## src/rtl/pll_rst_seq_pkg.sv

```systemverilog
// Shared state encoding, simulation-mode timing overrides and counter width
// for the PLL / domain reset sequencer.
package pll_rst_seq_pkg;

  typedef enum logic [2:0] {
    ST_PLL_RST   = 3'd0,
    ST_WAIT_LOCK = 3'd1,
    ST_STABLE    = 3'd2,
    ST_RELEASE   = 3'd3,
    ST_RUN       = 3'd4,
    ST_FAIL      = 3'd5
  } seq_state_e;

  localparam int SIM_PLL_RST_CYC      = 8;
  localparam int SIM_LOCK_STABLE_CYC  = 16;
  localparam int SIM_LOCK_TIMEOUT_CYC = 64;

  localparam int CNT_W = 32;

  // Saturating increment for the 8-bit lock-loss event counter.
  function automatic logic [7:0] sat_inc8(input logic [7:0] v);
    return (v == 8'hFF) ? v : v + 8'd1;
  endfunction

endpackage

```

## src/rtl/rst_seq_sync_2ff.sv

```systemverilog
// Two-flop synchroniser with asynchronous active-low reset, used to bring
// the PLL lock indication into the reference clock domain.
module rst_seq_sync_2ff #(
  parameter int WIDTH = 1
) (
  input  logic             clk_i,
  input  logic             rst_ni,
  input  logic [WIDTH-1:0] d_i,
  output logic [WIDTH-1:0] q_o
);

  logic [WIDTH-1:0] meta_q;
  logic [WIDTH-1:0] sync_q;

  always_ff @(posedge clk_i or negedge rst_ni) begin
    if (!rst_ni) begin
      meta_q <= '0;
      sync_q <= '0;
    end else begin
      meta_q <= d_i;
      sync_q <= meta_q;
    end
  end

  assign q_o = sync_q;

endmodule

```

## src/rtl/pll_rst_seq_ctrl.sv

```systemverilog
// PLL reset / lock qualification and ordered release of per-domain resets.
// Optional macro PLL_RST_RETRY_EN: retry the PLL reset on lock timeout before FAIL.
module pll_rst_seq_ctrl
  import pll_rst_seq_pkg::*;
#(
  parameter int    U_DLY            = 1,
  parameter string SIMULATION       = "FALSE",
  parameter int    DOM_NUM          = 3,
  parameter int    PLL_RST_CYC      = 100,
  parameter int    LOCK_STABLE_CYC  = 1000,
  parameter int    LOCK_TIMEOUT_CYC = 100000,
  parameter int    REL_GAP_CYC      = 16,
  parameter int    RETRY_MAX        = 3
) (
  input  logic               clk_sys,
  input  logic               rst_n,
  input  logic               pll_locked,
  input  logic               soft_rst_en,
  output logic               rst_pll,
  output logic [DOM_NUM-1:0] dom_rst_n,
  output logic               seq_done,
  output logic               seq_fail,
  output logic [7:0]         lock_loss_cnt,
  output logic [2:0]         seq_state
);

  localparam bit IS_SIM      = (SIMULATION == "TRUE");
  localparam int RST_CYC_I   = IS_SIM ? SIM_PLL_RST_CYC      : PLL_RST_CYC;
  localparam int STB_CYC_I   = IS_SIM ? SIM_LOCK_STABLE_CYC  : LOCK_STABLE_CYC;
  localparam int TO_CYC_I    = IS_SIM ? SIM_LOCK_TIMEOUT_CYC : LOCK_TIMEOUT_CYC;

  localparam logic [CNT_W-1:0] RST_LAST = CNT_W'(RST_CYC_I - 1);
  localparam logic [CNT_W-1:0] STB_LAST = CNT_W'(STB_CYC_I - 1);
  localparam logic [CNT_W-1:0] TO_LAST  = CNT_W'(TO_CYC_I - 1);
  localparam logic [CNT_W-1:0] GAP_LAST = CNT_W'(REL_GAP_CYC - 1);
  localparam logic [2:0]       IDX_LAST = 3'(DOM_NUM - 1);

  seq_state_e         state_q, state_d;
  logic [CNT_W-1:0]   cnt_q, cnt_d;
  logic [2:0]         dom_idx_q, dom_idx_d;
  logic [DOM_NUM-1:0] dom_rst_n_q, dom_rst_n_d;
  logic               rst_pll_q, rst_pll_d;
  logic               seq_done_q, seq_done_d;
  logic               seq_fail_q, seq_fail_d;
  logic [7:0]         llc_q, llc_d;
  logic               soft_q;
  logic               soft_req;
  logic               lock_s;
  logic               abort;
  logic [DOM_NUM-1:0] rel_bit;
  logic [31:0]        cfg_unused;

`ifdef PLL_RST_RETRY_EN
  localparam logic [7:0] RETRY_LAST = 8'(RETRY_MAX);
  logic [7:0] retry_q, retry_d;
  // Register timing is zero-delay; U_DLY is kept only for drop-in compatibility.
  assign cfg_unused = 32'(U_DLY);
`else
  assign cfg_unused = 32'(U_DLY) ^ 32'(RETRY_MAX);
`endif

  rst_seq_sync_2ff #(
    .WIDTH (1)
  ) u_lock_sync (
    .clk_i  (clk_sys),
    .rst_ni (rst_n),
    .d_i    (pll_locked),
    .q_o    (lock_s)
  );

  assign soft_req = soft_rst_en & ~soft_q;
  assign rel_bit  = DOM_NUM'(1) << dom_idx_q;

  always_comb begin
    state_d     = state_q;
    cnt_d       = cnt_q;
    dom_idx_d   = dom_idx_q;
    dom_rst_n_d = dom_rst_n_q;
    llc_d       = llc_q;
    abort       = 1'b0;
`ifdef PLL_RST_RETRY_EN
    retry_d     = retry_q;
`endif

    if (soft_req && (state_q != ST_FAIL)) begin
      abort = 1'b1;
    end else begin
      unique case (state_q)
        ST_PLL_RST: begin
          if (cnt_q == RST_LAST) begin
            state_d = ST_WAIT_LOCK;
            cnt_d   = '0;
          end else begin
            cnt_d = cnt_q + CNT_W'(1);
          end
        end
        ST_WAIT_LOCK: begin
          if (lock_s) begin
            state_d = ST_STABLE;
            cnt_d   = '0;
          end else if (cnt_q == TO_LAST) begin
`ifdef PLL_RST_RETRY_EN
            if (retry_q == RETRY_LAST) begin
              state_d = ST_FAIL;
              cnt_d   = '0;
            end else begin
              abort   = 1'b1;
              retry_d = retry_q + 8'd1;
            end
`else
            state_d = ST_FAIL;
            cnt_d   = '0;
`endif
          end else begin
            cnt_d = cnt_q + CNT_W'(1);
          end
        end
        ST_STABLE: begin
          // A single low lock sample restarts the wait without re-pulsing the PLL.
          if (!lock_s) begin
            state_d = ST_WAIT_LOCK;
            cnt_d   = '0;
          end else if (cnt_q == STB_LAST) begin
            state_d = ST_RELEASE;
            cnt_d   = '0;
          end else begin
            cnt_d = cnt_q + CNT_W'(1);
          end
        end
        ST_RELEASE: begin
          if (!lock_s) begin
            abort = 1'b1;
            llc_d = sat_inc8(llc_q);
          end else if (cnt_q == GAP_LAST) begin
            dom_rst_n_d = dom_rst_n_q | rel_bit;
            dom_idx_d   = dom_idx_q + 3'd1;
            cnt_d       = '0;
            if (dom_idx_q == IDX_LAST) begin
              state_d = ST_RUN;
`ifdef PLL_RST_RETRY_EN
              retry_d = '0;
`endif
            end
          end else begin
            cnt_d = cnt_q + CNT_W'(1);
          end
        end
        ST_RUN: begin
          if (!lock_s) begin
            abort = 1'b1;
            llc_d = sat_inc8(llc_q);
          end
        end
        ST_FAIL: begin
          if (soft_req) begin
            abort = 1'b1;
`ifdef PLL_RST_RETRY_EN
            retry_d = '0;
`endif
          end
        end
        default: begin
          abort = 1'b1;
        end
      endcase
    end

    if (abort) begin
      state_d   = ST_PLL_RST;
      cnt_d     = '0;
      dom_idx_d = '0;
    end

    if ((state_d != ST_RELEASE) && (state_d != ST_RUN)) begin
      dom_rst_n_d = '0;
    end

    rst_pll_d  = (state_d == ST_PLL_RST) || (state_d == ST_FAIL);
    seq_done_d = (state_d == ST_RUN);
    seq_fail_d = (state_d == ST_FAIL);
  end

  always_ff @(posedge clk_sys or negedge rst_n) begin
    if (!rst_n) begin
      state_q     <= ST_PLL_RST;
      cnt_q       <= '0;
      dom_idx_q   <= '0;
      dom_rst_n_q <= '0;
      rst_pll_q   <= 1'b1;
      seq_done_q  <= 1'b0;
      seq_fail_q  <= 1'b0;
      llc_q       <= '0;
      soft_q      <= 1'b0;
    end else begin
      state_q     <= state_d;
      cnt_q       <= cnt_d;
      dom_idx_q   <= dom_idx_d;
      dom_rst_n_q <= dom_rst_n_d;
      rst_pll_q   <= rst_pll_d;
      seq_done_q  <= seq_done_d;
      seq_fail_q  <= seq_fail_d;
      llc_q       <= llc_d;
      soft_q      <= soft_rst_en;
    end
  end

`ifdef PLL_RST_RETRY_EN
  always_ff @(posedge clk_sys or negedge rst_n) begin
    if (!rst_n) begin
      retry_q <= '0;
    end else begin
      retry_q <= retry_d;
    end
  end
`endif

  assign rst_pll       = rst_pll_q;
  assign dom_rst_n     = dom_rst_n_q;
  assign seq_done      = seq_done_q;
  assign seq_fail      = seq_fail_q;
  assign lock_loss_cnt = llc_q;
  assign seq_state     = state_q;

endmodule
```

## config.mk

```make
export PLATFORM = sky130hd
export DESIGN_NAME = pll_rst_seq_ctrl
export DESIGN_NICKNAME = d
export VERILOG_FILES = /design/src/rtl/pll_rst_seq_pkg.sv /design/src/rtl/rst_seq_sync_2ff.sv /design/src/rtl/pll_rst_seq_ctrl.sv
export SDC_FILE = /design/constraint.sdc
export NUM_CORES = 1
export LEC_CHECK = 0
export CAP_MARGIN = 30
export CORE_MARGIN = 10
export CORE_UTILIZATION = 35
export DETAILED_ROUTE_END_ITERATION = 8
export DONT_BUFFER_PORTS = 1
export HOLD_SLACK_MARGIN = 0.12
export SLEW_MARGIN = 20
export SYNTH_ARGS = -nofsm -noshare
export SYNTH_HDL_FRONTEND = slang
export SYNTH_SLANG_ARGS = --single-unit
```

## constraint.sdc

```tcl
create_clock -name clk_sys -period 3.19 [get_ports clk_sys]
set_input_delay 0.4785 -clock clk_sys [delete_from_list [all_inputs] [get_ports clk_sys]]
set_output_delay 0.4785 -clock clk_sys [all_outputs]
set_load 0.1 [all_outputs]
```

==> flow_summary.yaml, run 1 <==
placed_design:
  portBuffers: 0
  dp_hpwl_um: 5350
  globalplace.congestion: 0.839
  dp_slack_ns: 0.562
  placedCellCount: 487
  placed_cell_area_um2: 3510
die:
  placeableCoreArea_um2: 9240
  die_y_um: 117
  die_w_um: 117
  io_pins: 21
  initial_core_util: 0.359
  fp.dieArea_um2: 13800
  rows: 35
cts:
  cts_tree: "yes"
  cts_sinks: 55
  ctsHtreeMaxLevel: 2
  root_buffer: "clkbuf_8"
  clock_latency_ns: 0.31
  clk_pin_slew_ns: 0.10
  clock_path_buffers: 2
  post_cts_buffers: 0
  numCtsBuffers: 5
  ctsHoldBuffers: 2
  ctsResizeCount: 0
layout:
  areaGrowthSynthToFinish_pct: 9.35
  drive_above_1_share: 0.120
  fill_cells: 914
  design_area_um2: 3630
  final_cells: 497
  antennaDiodeCount: 0
  final-seq-area_um2: 1380
  nets: 378
  multi_input_area_um2: 1810
route:
  viasPerCell: 5.59
  wirelength_um: 7600
  num_vias: 2780
  dr.pass1.iters: 4
  routedWlPerCell_um: 15.3
  drt_iter0_markers: 207
  ant_nets: 0
  drcViolationCount: 0
yosys:
  ys_ff_latch: 55
  syn_area_um2: 3320
  synth_cells: 361
  ys_seq_area_frac: 0.415
  synth_top_area_cell: "dfrtp_1"
  ys_types: 57
  syn_avg_cell_area_um2: 9.19
  yosysMostFrequentCell: "dfrtp_1"
  synth_common_cells: "54 x dfrtp_1, 37 x nand2_1, 24 x nand3_1, 22 x nor2_1"
  yosys_most_used_dff: "dfrtp_1"
  synth_edf_count: 0
  synth_top_area_frac: 0.407
  yosys_warnings: 0
  syn_nets: 372
  synth_area_leaders: "dfrtp_1 41%, nand2_1 4.2%, o31ai_1 4.1%"
  async_flop_share: 1.00
critical_path:
  crit_path_frequent_cell: "buf_4"
  startpoint: "cnt_q[25]"
  worstPathCellList: "nor4_2 -> nand4_2 -> o31ai_1 -> a41oi_1 -> buf_4 -> nand3_1 -> buf_4 -> o311ai_1"
  worstPathArrival_ns: 2.82
  critPathBufInv: 2
  setup.worst_path.end_class: "flop"
  crit_type: "flop to flop"
  r2r-start: "cnt_q[25]"
  start_kind: "flop"
  slowest_delay_ns: 0.48
  worstPathMaxFanout: 12
  worstPathRequired_ns: 3.38
  cpMaxStageDelayCell: "dfrtp_1"
  critical_path.top_delay_family: "simple AND/OR/NAND/NOR gates"
pwr:
  p_leak_nw: 1.48
  ir_drop_v: 0.000184
  power_density_nw_per_um2: 406
  power_w: 0.00147
sta:
  finClkSkew_ns: 0.00619
  relSlewSlack: 0.386
  slew_violations: 0
  hold_viol_final: 0
  min_period_over_period: 0.824
  layout_setup_ws_ns: 0.560
  fmax_mhz: 380
  fin_crit_ns: 2.63
  setup_violations: 0
  fin_setup_tns_ns: 0
  rsz0062_at_grt: "no"
  tightest_slew_ns: 0.921
global_route:
  grt_max_degree: 56
  antenna_found_initial: 0
  first_global_vias: 2608
  grt_pass1_wl_um: 13100
  grt_overflow: 0
  grt_usage: 0.110
worst_hold_path:
  holdCritPathClass: "primary input to flop"
  min_from: "pll_locked"
flow_run:
  cap_violations: 0
status:
  status: "completed"
worst reg2reg max path, cell delays in order, from the launching register on:
cell	delay (ns)
dfrtp_1	0.48
nor4_2	0.40
nand4_2	0.29
o31ai_1	0.32
a41oi_1	0.15
buf_4	0.19
nand3_1	0.29
buf_4	0.27
o311ai_1	0.12
cells by family after synthesis:
family                     after synthesis  synth area share
and+or+nand+nor                        178             0.306
AOI/OAI and AO/OA                       77             0.167
DFF                                     55             0.415
buffers and inverters                   28            0.0407
xor gates and xnor gates                13            0.0343
adders and majority gates                7            0.0264
muxes                                    3            0.0102
layout by cell type (no fill, tap or decap), drive strengths merged, types with 7 or more instances in the layout:
| cell type | count |
|---|---|
| o21ai | 10 |
| and3 | 11 |
| inv | 7 |
| nand2 | 37 |
| nor3 | 12 |
| buf | 19 |
| ha | 7 |
| xnor2 | 9 |
| and2 | 18 |
| nor2 | 22 |
| nor4 | 8 |
| a31oi | 19 |
| nand4 | 15 |
| dfrtp | 54 |
| o31ai | 18 |
| nand3 | 24 |
where the power goes:
group          internal, W  total [W]  switching, W
sequential        0.000730   0.000788     0.0000587
clock             0.000154   0.000383      0.000229
combinational    0.0000784   0.000302      0.000224
layout make-up:
cell class | count | share of cell area
Clock buffer | 6 | 0.0200
Tap cell | 129 | 0.0445
Multi-Input combinational cell | 278 | 0.498
Inverter | 7 | 0.00724
Clock inverter | 2 | 0.00345
Sequential cell | 55 | 0.380
Timing Repair Buffer | 20 | 0.0476
metal layers:
layer | vias to the layer above | share of wire | global-route usage
met4 | 0 | 0.013 | 0.0321
met2 | 58 | 0.47 | 0.180
met5 | - | 0 | 0
met3 | 8 | 0.038 | 0.0173
li1 | 1356 | - | -
met1 | 1358 | 0.47 | 0.146
state kept, by name (all words and copies together), names as in the netlist:
name,flops
cnt_q,32
lock_loss_cnt,8
dom_idx_q,3
dom_rst_n,3
seq_state,3
rst_pll,1
seq_done,1
seq_fail,1
soft_q,1
u_lock_sync.meta_q,1
u_lock_sync.q_o,1
metrics by stage:
stage / util / hold WS (ns)
global route: 0.393 / 0.163
CTS: 0.393 / 0.175
detailed placement: 0.379 / 0.185
floorplan: - / 0.183
global placement: 0.379 / 0.185
finish: 0.393 / 0.185
worst paths after layout:
check	to	depth (start not counted)	slack, ns
max reg2reg	cnt_q[31]	8	0.56
max	cnt_q[31]	8	0.56
min	u_lock_sync.meta_q	0	0.19
min reg2reg	u_lock_sync.q_o	0	0.36
max in group asynchronous	rst_pll	2	2.23
min in group asynchronous	cnt_q[25]	2	0.66
No activity file was read; power rests on OpenSTA's default activity.
==> run 2, diff against run 1 <==
Clock period 3.19 ns to 2.1 ns, I/O delays scaled along.
==> run 2 against run 1 <==
  * Cell count increased by 15%
  * Critical path type unchanged
  * Die area unchanged
  * Clock-buffer cell count increased by 1
  * Highest routed layer unchanged
  * The run now ends with setup timing left
  * Routed wire length increased by 14%
  * Fmax increased by 15%
  * Largest cell class unchanged
  * Non-clock buffer count increased by 75
  * Via count increased by 10%
  * Utilization increased by 8.9 points
  * Power increased by 65%
  * Flip-flop and latch count unchanged
  * Global-route usage increased by 1.3 points
==> flow_summary.yaml, run 2 (synthesis gave the netlist of run 1 again) <==
status:
  status: "finished, violations left"
  violations: "setup timing"
sta:
  layout_setup_ws_ns: -0.181
  relSlewSlack: 0.674
  fmax_mhz: 438
  fin_crit_ns: 2.28
  setup_violations: 37
  tightest_slew_ns: 0.491
  min_period_over_period: 1.09
  finClkSkew_ns: 0.00624
  rsz0062_at_grt: "yes"
  hold_viol_final: 0
  whs_ns: 0.355
  slew_violations: 0
critical_path:
  worstPathArrival_ns: 2.52
  ff2ff_path_depth: 7
  r2r_slack_ns: -0.18
  worstPathMaxFanout: 3
  timing.rr.end: "dom_rst_n[0]"
  worstPathCellList: "ha_2 -> nor4bb_4 -> nand4_1 -> a2111oi_4 -> a211oi_2 -> or4b_4 -> a21oi_2"
  crit_type: "flop to flop"
  r2r-start: "cnt_q[1]"
  setup.worst_path.end_class: "flop"
  cpMaxStageDelayCell: "or4b_4"
  start_kind: "flop"
  worstPathRequired_ns: 2.34
  slowest_delay_ns: 0.53
placed_design:
  dp_slack_ns: -0.173
  dp_hpwl_um: 6140
  placedCellCount: 552
  globalplace.congestion: 0.862
  portBuffers: 0
global_route:
  met3_usage: 0.0307
  first_global_vias: 3119
  grt-busiest-layer: "met2"
  grt_overflow: 0
  grt_max_degree: 56
  met1_usage: 0.156
  grt_use_met2: 0.200
  grt_usage: 0.123
  antenna_found_initial: 0
  grt_pass1_wl_um: 14700
route:
  ant_nets: 0
  wirelength_um: 8650
  drcViolationCount: 0
  routedWlPerCell_um: 15.1
  dr.pass1.iters: 4
  drt_iter0_markers: 196
  viasPerCell: 5.36
  num_vias: 3066
cts:
  cts_sinks: 55
  cts_tree: "yes"
  clk_pin_slew_ns: 0.10
  ctsHtreeMaxLevel: 2
  clock_path_buffers: 2
  numCtsBuffers: 5
  root_buffer: "clkbuf_8"
  clock_latency_ns: 0.31
worst_hold_path:
  min_path_cells: 0
  min_from: "u_lock_sync.meta_q"
  holdCritPathClass: "flop to flop"
  hold_path_end: "u_lock_sync.q_o"
layout:
  final_cells: 572
  nets: 453
  final_cell_mix: "84 x buf_4, 48 x dfrtp_1, 37 x nand2_1, 23 x nand3_1, 20 x nor2_1"
  final_common_cell: "buf_4"
  final-seq-area_um2: 1390
  multi_input_area_um2: 1990
  drive_above_1_share: 0.318
  fill_cells: 856
  areaGrowthSynthToFinish_pct: 34.1
  largest_register: "cnt_q"
  antennaDiodeCount: 0
  largest_reg_flops: 32
die:
  die_w_um: 117
  initial_core_util: 0.359
  rows: 35
  fp.dieArea_um2: 13800
  die_y_um: 117
  io_pins: 21
  placeableCoreArea_um2: 9240
flow_run:
  cap_violations: 0
pwr:
  power_density_nw_per_um2: 546
  ir_drop_v: 0.000264
  p_leak_nw: 1.92
-- run 2: metal layers --
metal / wire (µm) / vias to the layer above
met1: 3880 / 1468
li1: - / 1511
met2: 4090 / 72
met3: 531 / 15
met4: 149 / 0
met5: 0 / -
-- run 2: power breakdown --
| part | internal [W] | total (W) | switching (W) |
|---|---|---|---|
| clock network | 0.000235 | 0.000577 | 0.000341 |
| logic | 0.000251 | 0.000665 | 0.000415 |
| registers | 0.00111 | 0.00119 | 0.0000754 |
| total | 0.00160 | 0.00243 | 0.000831 |
-- run 2: repair_timing --
| action | CTS | global route |
|---|---|---|
| setup buffers | 3 | 5 |
| endpoints found under the hold margin | 57 | 0 |
| gates resized for setup | 15 | 6 |
| endpoints found under the setup margin | 37 | 39 |
| pin swaps | 10 | 6 |
| hold buffers | 4 | 0 |
-- run 2: stage by stage --
step | utilization | power (W) | area (µm²) | setup TNS (ns)
after floorplan | - | 0.00158 | 3410 | -0.199
after global placement | 0.445 | 0.00178 | 4110 | -2.30
after detailed placement | 0.445 | 0.00179 | 4110 | -3.47
after CTS | 0.474 | 0.00244 | 4380 | -0.677
after global routing | 0.482 | 0.00255 | 4450 | -8.02
final | 0.482 | 0.00243 | 4450 | -3.13
-- run 2: worst max-delay path by stage --
stage               cells past startpoint       from            to  slack, ns
finish                                  7   cnt_q[1]  dom_rst_n[0]      -0.18
floorplan                               7   cnt_q[0]  dom_rst_n[2]      -0.05
global placement                        6  cnt_q[11]       rst_pll      -0.14
detailed placement                      8   cnt_q[0]     cnt_q[31]      -0.17
global route                            9  cnt_q[20]      cnt_q[3]      -0.29
CTS                                     6   cnt_q[4]  dom_rst_n[0]      -0.15
-- run 2: layout make-up --
class	count	area share
multi-input cells	278	0.447
clock inverters	1	0.00112
repair buffers	95	0.180
clock buffers	7	0.0172
flip-flops and latches	55	0.312
well taps	129	0.0363
inverters	7	0.00591
-- run 2: critical path, delay by kind of cell, from the launching register on --
kind / cells / cell delay [ns]
AOI/OAI and AO/OA: 3 / 0.67
adders and majority gates: 1 / 0.20
DFF: 1 / 0.39
and+or+nand+nor: 3 / 0.95
